$ cat config.mk
export PLATFORM = sky130hd
export DESIGN_NAME = comparator_serial
export DESIGN_NICKNAME = d
export VERILOG_FILES = /design/src/rtl/comparator_pkg.sv /design/src/rtl/comparator_1bit.sv /design/src/rtl/comparator_serial.sv
export SDC_FILE = /design/constraint.sdc
export NUM_CORES = 1
export LEC_CHECK = 0
export CORE_MARGIN = 5
export CORE_UTILIZATION = 55
export CTS_BUF_LIST = sky130_fd_sc_hd__clkbuf_4
export DETAILED_ROUTE_END_ITERATION = 8
export PLACE_DENSITY = 0.85
export SYNTH_ARGS = -nofsm -noshare
export SYNTH_HDL_FRONTEND = slang
export SYNTH_SLANG_ARGS = --single-unit
$ cat constraint.sdc
create_clock -name clk -period 5.5 [get_ports clk]
set_input_delay 0.825 -clock clk [delete_from_list [all_inputs] [get_ports clk]]
set_output_delay 0.825 -clock clk [all_outputs]
set_load 0.01 [all_outputs]
$ cat src/rtl/comparator_pkg.sv
// Shared types and helpers for the bit-serial magnitude comparator.
package comparator_pkg;

    typedef enum logic {
        IDLE = 1'b0,
        CMP  = 1'b1
    } state_e;

    // An index register needs at least one bit, even when WIDTH is 1 or 2.
    function automatic int idx_width(input int w);
        int cw;
        cw = $clog2(w);
        return (cw < 1) ? 1 : cw;
    endfunction

endpackage

$ cat src/rtl/comparator_1bit.sv
// Single-bit magnitude comparator used for the per-bit decision.
module comparator_1bit (
    input  logic a,
    input  logic b,
    output logic smaller,
    output logic greater,
    output logic equal
);

    assign smaller = ~a & b;
    assign greater = a & ~b;
    assign equal   = ~(a ^ b);

endmodule

$ cat src/rtl/comparator_serial.sv
// MSB-first bit-serial comparator with start/done handshake and optional
// two's-complement interpretation; stops at the first differing bit.
module comparator_serial
    import comparator_pkg::*;
#(
    parameter int WIDTH = 8
) (
    input  logic             clk,
    input  logic             rst,
    input  logic             start,
    input  logic [WIDTH-1:0] a,
    input  logic [WIDTH-1:0] b,
    input  logic             is_signed,
    output logic             busy,
    output logic             done,
    output logic             smaller,
    output logic             greater,
    output logic             equal
);

    localparam int IDX_W = idx_width(WIDTH);
    localparam logic [IDX_W-1:0] MSB_IDX = IDX_W'(WIDTH - 1);

    state_e           state_q;
    logic [IDX_W-1:0] idx_q;
    logic [WIDTH-1:0] a_q;
    logic [WIDTH-1:0] b_q;
    logic             signed_q;
    logic             done_q;
    logic             smaller_q;
    logic             greater_q;
    logic             equal_q;

    logic [WIDTH-1:0] a_sh_d;
    logic [WIDTH-1:0] b_sh_d;
    logic             bit_lt_d;
    logic             bit_gt_d;
    logic             bit_eq_d;
    logic             swap_d;
    logic             smaller_d;
    logic             greater_d;

    // Shifting instead of indexing keeps the select legal for every WIDTH.
    assign a_sh_d = a_q >> idx_q;
    assign b_sh_d = b_q >> idx_q;

    comparator_1bit u_bit (
        .a       (a_sh_d[0]),
        .b       (b_sh_d[0]),
        .smaller (bit_lt_d),
        .greater (bit_gt_d),
        .equal   (bit_eq_d)
    );

    // On the sign bit a 1 means negative, so the unsigned sense flips.
    assign swap_d    = signed_q && (idx_q == MSB_IDX);
    assign smaller_d = swap_d ? bit_gt_d : bit_lt_d;
    assign greater_d = swap_d ? bit_lt_d : bit_gt_d;

    always_ff @(posedge clk) begin
        if (rst) begin
            state_q   <= IDLE;
            idx_q     <= '0;
            a_q       <= '0;
            b_q       <= '0;
            signed_q  <= 1'b0;
            done_q    <= 1'b0;
            smaller_q <= 1'b0;
            greater_q <= 1'b0;
            equal_q   <= 1'b0;
        end else begin
            done_q <= 1'b0;
            case (state_q)
                IDLE: begin
                    if (start) begin
                        a_q      <= a;
                        b_q      <= b;
                        signed_q <= is_signed;
                        idx_q    <= MSB_IDX;
                        state_q  <= CMP;
                    end
                end
                CMP: begin
                    if (!bit_eq_d) begin
                        smaller_q <= smaller_d;
                        greater_q <= greater_d;
                        equal_q   <= 1'b0;
                        done_q    <= 1'b1;
                        state_q   <= IDLE;
                    end else if (idx_q == '0) begin
                        smaller_q <= 1'b0;
                        greater_q <= 1'b0;
                        equal_q   <= 1'b1;
                        done_q    <= 1'b1;
                        state_q   <= IDLE;
                    end else begin
                        idx_q <= idx_q - 1'b1;
                    end
                end
                default: state_q <= IDLE;
            endcase
        end
    end

    assign busy    = (state_q == CMP);
    assign done    = done_q;
    assign smaller = smaller_q;
    assign greater = greater_q;
    assign equal   = equal_q;

endmodule
### Yosys cells after proc, flatten, opt, wreduce, memory -nomap -nowiden

Index checks and enable logic that the tools add are counted.

| operators by class | value |
|---|---|
| add/subtract/negate cells | 1 |
| equality and inequality tests | 4 |
| shift operators | 2 |
| multiplexer cells | 17 |
| bitwise operators | 6 |
| reduce and logical (&&, ||, !) cells | 7 |

Operators with widths:

| operator | number |
|---|---|
| >> shifter 8 x 3 -> 1 bit | 2 |
| 2-to-1 mux 1 bit | 12 |
| 2-to-1 mux 3 bit | 3 |
| != test 2 bit, second input constant | 3 |
| one-hot mux 3 bit (2 select lines) | 1 |
| AND reduction 2 bit | 2 |
| == test 3 bit, second input constant | 1 |
| logical NOT 3 bit | 1 |
| inverter 1 bit | 3 |
| AND reduction 3 bit | 1 |
| subtractor 3 x 1 -> 3 bit, second input constant | 1 |
| AND 1 bit | 2 |
| one-hot mux 1 bit (2 select lines) | 1 |
| nonzero test 2 bit | 1 |
| OR reduction 2 bit | 1 |
| logical AND 1 bit | 1 |
| XOR 1 bit | 1 |

| word-level totals | value |
|---|---|
| flip-flop bits (word level) | 25 |

### Depth between registers and ports, before layout

| depth | value |
|---|---|
| word-level depth | 5 |
| gate-level depth with buffers | 9 |
| gate-level depth less buffers | 7 |

### Modules after synthesis

Synthesis repeated with hierarchy kept, for this count alone.

| unflattened totals | value |
|---|---|
| cells, all modules | 132 |
| area total of the unflattened synthesis | 1153.6 µm² |

By module, submodules not included:

| module | times used | cells an instance | area an instance (µm²) | seq. area each (µm²) |
|---|---|---|---|---|
| comparator_serial | 1 | 128 | 1121.1 | 500.5 |
| comparator_1bit | 1 | 4 | 32.5 | 0.0 |

### Worst setup path after synthesis

OpenSTA, ideal clock, no wires.

| timing | value |
|---|---|
| path type | register to register |
| start | register idx_q[1] |
| end | register idx_q[2] |
| arrival time | 2.001 ns |
| slack | 3.367 ns |
| cell stages (with the launch flop) | 9 |
| path buffers | 1 |
| path through | dfxtp_1 mux4_2 mux2i_2 inv_2 ha_1 clkbuf_1 nand3_1 mux2i_1 a21oi_1 |

| on the way | value |
|---|---|
| cells in the longest elaborated chain, start to end | 4 |
| elaborated cells between the ends (all ways) | 11 |

RTL lines:

| what | RTL line | source |
|---|---|---|
| start: declaration | comparator_serial.sv:25 | `logic [IDX_W-1:0] idx_q;` |
| start signal: assignment | comparator_serial.sv:97 | `idx_q <= idx_q - 1'b1;` |
| subtractor 3 x 1 -> 3 bit, or another cell as far along | comparator_serial.sv:97 |  |
| 2-to-1 mux 3 bit or XOR 1 bit (tied branches) | comparator_serial.sv:90, comparator_1bit.sv:12 |  |
| 2-to-1 mux 3 bit or != test 2 bit (tied branches) | - |  |
| one-hot mux 3 bit (2 select lines) or AND reduction 3 bit (tied branches) | - |  |

Several ways; a longest one is shown, not always the timed one. The select of a mux whose other input is x is not followed.
A chain may end at the register's enable or synchronous reset.

### Worst setup path after layout

| timing | value |
|---|---|
| start | input port start |
| end | register idx_q[0] |

| on the way | value |
|---|---|
| cells in the longest elaborated chain, start to end | 2 |

RTL lines:

| what | RTL line | source |
|---|---|---|
| start: declaration | comparator_serial.sv:10 | `input logic start,` |
| != test 2 bit (no line) | - |  |
| AND reduction 3 bit (no line) | - |  |

No other way between the ends.

==> reports/qor.txt <==
Die area: 0.00317 sq mm
Uppermost routed layer: met4
FFs w/ async S/R, synth: 0%
Dominant synthesized flop cell: dfxtp_1
Synth top area share: 42.5%
Leakage: 0.542 nW
Initial antenna violation count: 0
CTS tree: done
RSZ-0062 raised after global routing: false
Die extent in y: 56.3 um
Post-Syn Area: 0.00118 sq mm
CP Class: in2reg
TritonCTS Sinks: 25
CTS root buffer: clkbuf_4
Total track usage: 16.8%
Detailed placement HPWL: 1780 um
Crit-path max FO: 19
Register-to-Register Path Depth: 6
Worst-skew pair later-pin latency: 0.32 ns
CTS resizes: 0
Routed wl met2: 1260 um
Top cells by count, synth: nand2_1, dfxtp_1, a21oi_1
Ant diodes: 0
Crit-path leading delay family: simple AND/OR/NAND/NOR gates
First-pass GRT wire length: 4300 um
H-tree Lvls: 1
Fraction of layout cells with a size suffix above 1: 8.72%
Slowest-stage cell, CP: nor2b_1
WP data required: 5.72 ns
Yosys reg bits: 25
Status: finished clean
Post-synth EDFFs: 0
Largest net degree at the start of global routing: 26
Via-per-instance ratio: 5.61
Pins Over Slew Limit: 0
Leading area contributor after synthesis: dfxtp_1
Nets@finish: 175
Type of origin of the critical path: primary input
Worst Setup End Kind: flop
Dominant cells by area after synthesis: dfxtp_1, nand2_1, a21oi_1
Final period util: 44.9%
Vias in the first global route: 973
Hold path startpoint: b_q[2]
Drt first pass iters: 4
Peak Freq: 405 MHz
Hold EP: b_q[2]
Post-DRT Antenna Nets: 0
Power Density: 280 mW/mm^2
Most common cell in the netlist: nand2_1
Initial DRC count: 32
Max Buffers Root-to-Sink: 2
Num rows: 16
Bufs and invs on worst path: 1
Period minus WS final: 2.47 ns
Final Power: 0.397 mW
M1 wire length: 1030 um
Postcts setup bufs: 0
CP Data Arrival Time: 2.70 ns
Die X-Extent: 56.3 um
Count of final setup violators: 0
R2R Setup Slk: 3.12 ns
Core Region: 0.00200 sq mm
Hold depth: 2
Met3 wire len: 108 um
Post-synthesis cell count: 132
IO Pins: 25
Routed WL per cell: 13.9 um
Starting density of the core: 58.9%
Clock skew: 0.00180 ns
Mapped Avg Cell Area: 8.93 sq um
Max-Cap Viols: 0
Buffers on Ports: 24
GP Congestion: 0.795
Peak VDD IR: 0.219 mV
Remaining Overflow, GRT: 0
Cts bufs inserted: 3
Worst slew margin: 13.8%
Ys Warns: 0
Syn_nets: 157
Clock slew seen by the registers of the worst setup and hold paths: 0.14 ns
Via count of the routed design: 988
DRC viols: 0
Final Hold Viols: 0
R2r endpoint: idx_q[0]
Worst hold-check path type: reg2reg
Biggest cell delay along the critical path: 1.00 ns
Setup TNS Final: 0 ns
Sequential share of the synthesized area: 42.5%
Final WL: 2450 um
Crit path cell chain: clkdlybuf4s50_1 > nor2b_1 > a311oi_1 > a211oi_1
Area grow syn2layout: 20.1%
Hold bufs inserted after CTS: 0
Unique masters post-synth: 25
Crit. path cell count: 4
R2r startpoint: idx_q[0]
Worst Tran Pin Value: 1.29 ns
metrics by stage:
| stage | area (sq um) | hold slack (ns) | cells | setup slack (ns) | util (%) |
|---|---|---|---|---|---|
| floorplan | 1180 | 0.433 | 132 | 3.37 | - |
| global placement | 1390 | 0.440 | 172 | 2.83 | 69.3 |
| detailed placement | 1390 | 0.447 | 172 | 2.71 | 69.3 |
| CTS | 1420 | 0.465 | 176 | 3.06 | 70.7 |
| global route | 1420 | 0.492 | 176 | 2.87 | 70.7 |
| finish | 1420 | 0.465 | 176 | 3.03 | 70.7 |
registers in the layout (all words and copies together), names as in the netlist:
| signal | cells |
|---|---|
| a_q | 8 |
| smaller | 1 |
| busy | 1 |
| equal | 1 |
| signed_q | 1 |
| idx_q | 3 |
| b_q | 8 |
| done | 1 |
| greater | 1 |
cells in the final DEF, fill, tap and decap left out, drive strengths merged:
| cell | Yosys | final |
|---|---|---|
| mux2i | 3 | 3 |
| dfxtp | 25 | 25 |
| a311oi | 2 | 2 |
| and3 | 1 | 1 |
| nand4b | 2 | 2 |
| inv | 9 | 9 |
| nor2b | 1 | 1 |
| a211oi | 4 | 4 |
| a21o | 1 | 1 |
| nor2 | 2 | 2 |
| clkbuf | 4 | 3 |
| mux4 | 4 | 4 |
| clkdlybuf4s50 | 0 | 24 |
| nand3 | 2 | 2 |
| a31o | 2 | 2 |
| a21oi | 19 | 19 |
| nand2b | 2 | 2 |
| ha | 5 | 5 |
| nand2 | 34 | 34 |
| clkinv | 0 | 1 |
| a221oi | 3 | 3 |
layout make-up:
cell class	count	area [sq um]
clock buffers	3	22.5
clock inverters	1	5.00
fillers	167	587
inverters	9	33.8
multi-input cells	87	579
flip-flops and latches	25	500
well taps	27	33.8
repair buffers	24	240
kinds of logic after synthesis:
family | share of synthesized area [%]
muxes | 10.8
and+or+nand+nor | 16.6
DFF | 42.5
buffers and inverters | 8.39
AOI/OAI and AO/OA | 16.5
adders and majority gates | 5.31
how the worst max path moves through the flow:
stage	startpoint	endpoint	slack (ns)
2_1_floorplan	idx_q[1]	idx_q[2]	3.37
3_3_place_gp	start	idx_q[1]	2.83
3_5_place_dp	start	idx_q[0]	2.71
4_1_cts	start	idx_q[0]	3.06
5_1_grt	start	idx_q[1]	2.87
6_report	start	idx_q[0]	3.03
metal layers:
metal  track usage, %  vias to the layer above
li1                 -                      483
met1             19.9                      471
met2             28.5                       26
met3             3.44                        8
met4             8.47                        0
met5                0                        -
power breakdown:
| part | leakage, nW | total (mW) | switching (mW) | internal, mW |
|---|---|---|---|---|
| registers | 0.206 | 0.214 | 0.0170 | 0.197 |
| logic | 0.319 | 0.0992 | 0.0467 | 0.0525 |
| clock network | 0.0177 | 0.0838 | 0.0565 | 0.0273 |
tightest hold or removal path, stage by stage (launching register included):
cell and delay, ns:
dfxtp_1 0.34, nand2_1 0.05, a21oi_1 0.05
(Power assumes the default switching activity.)
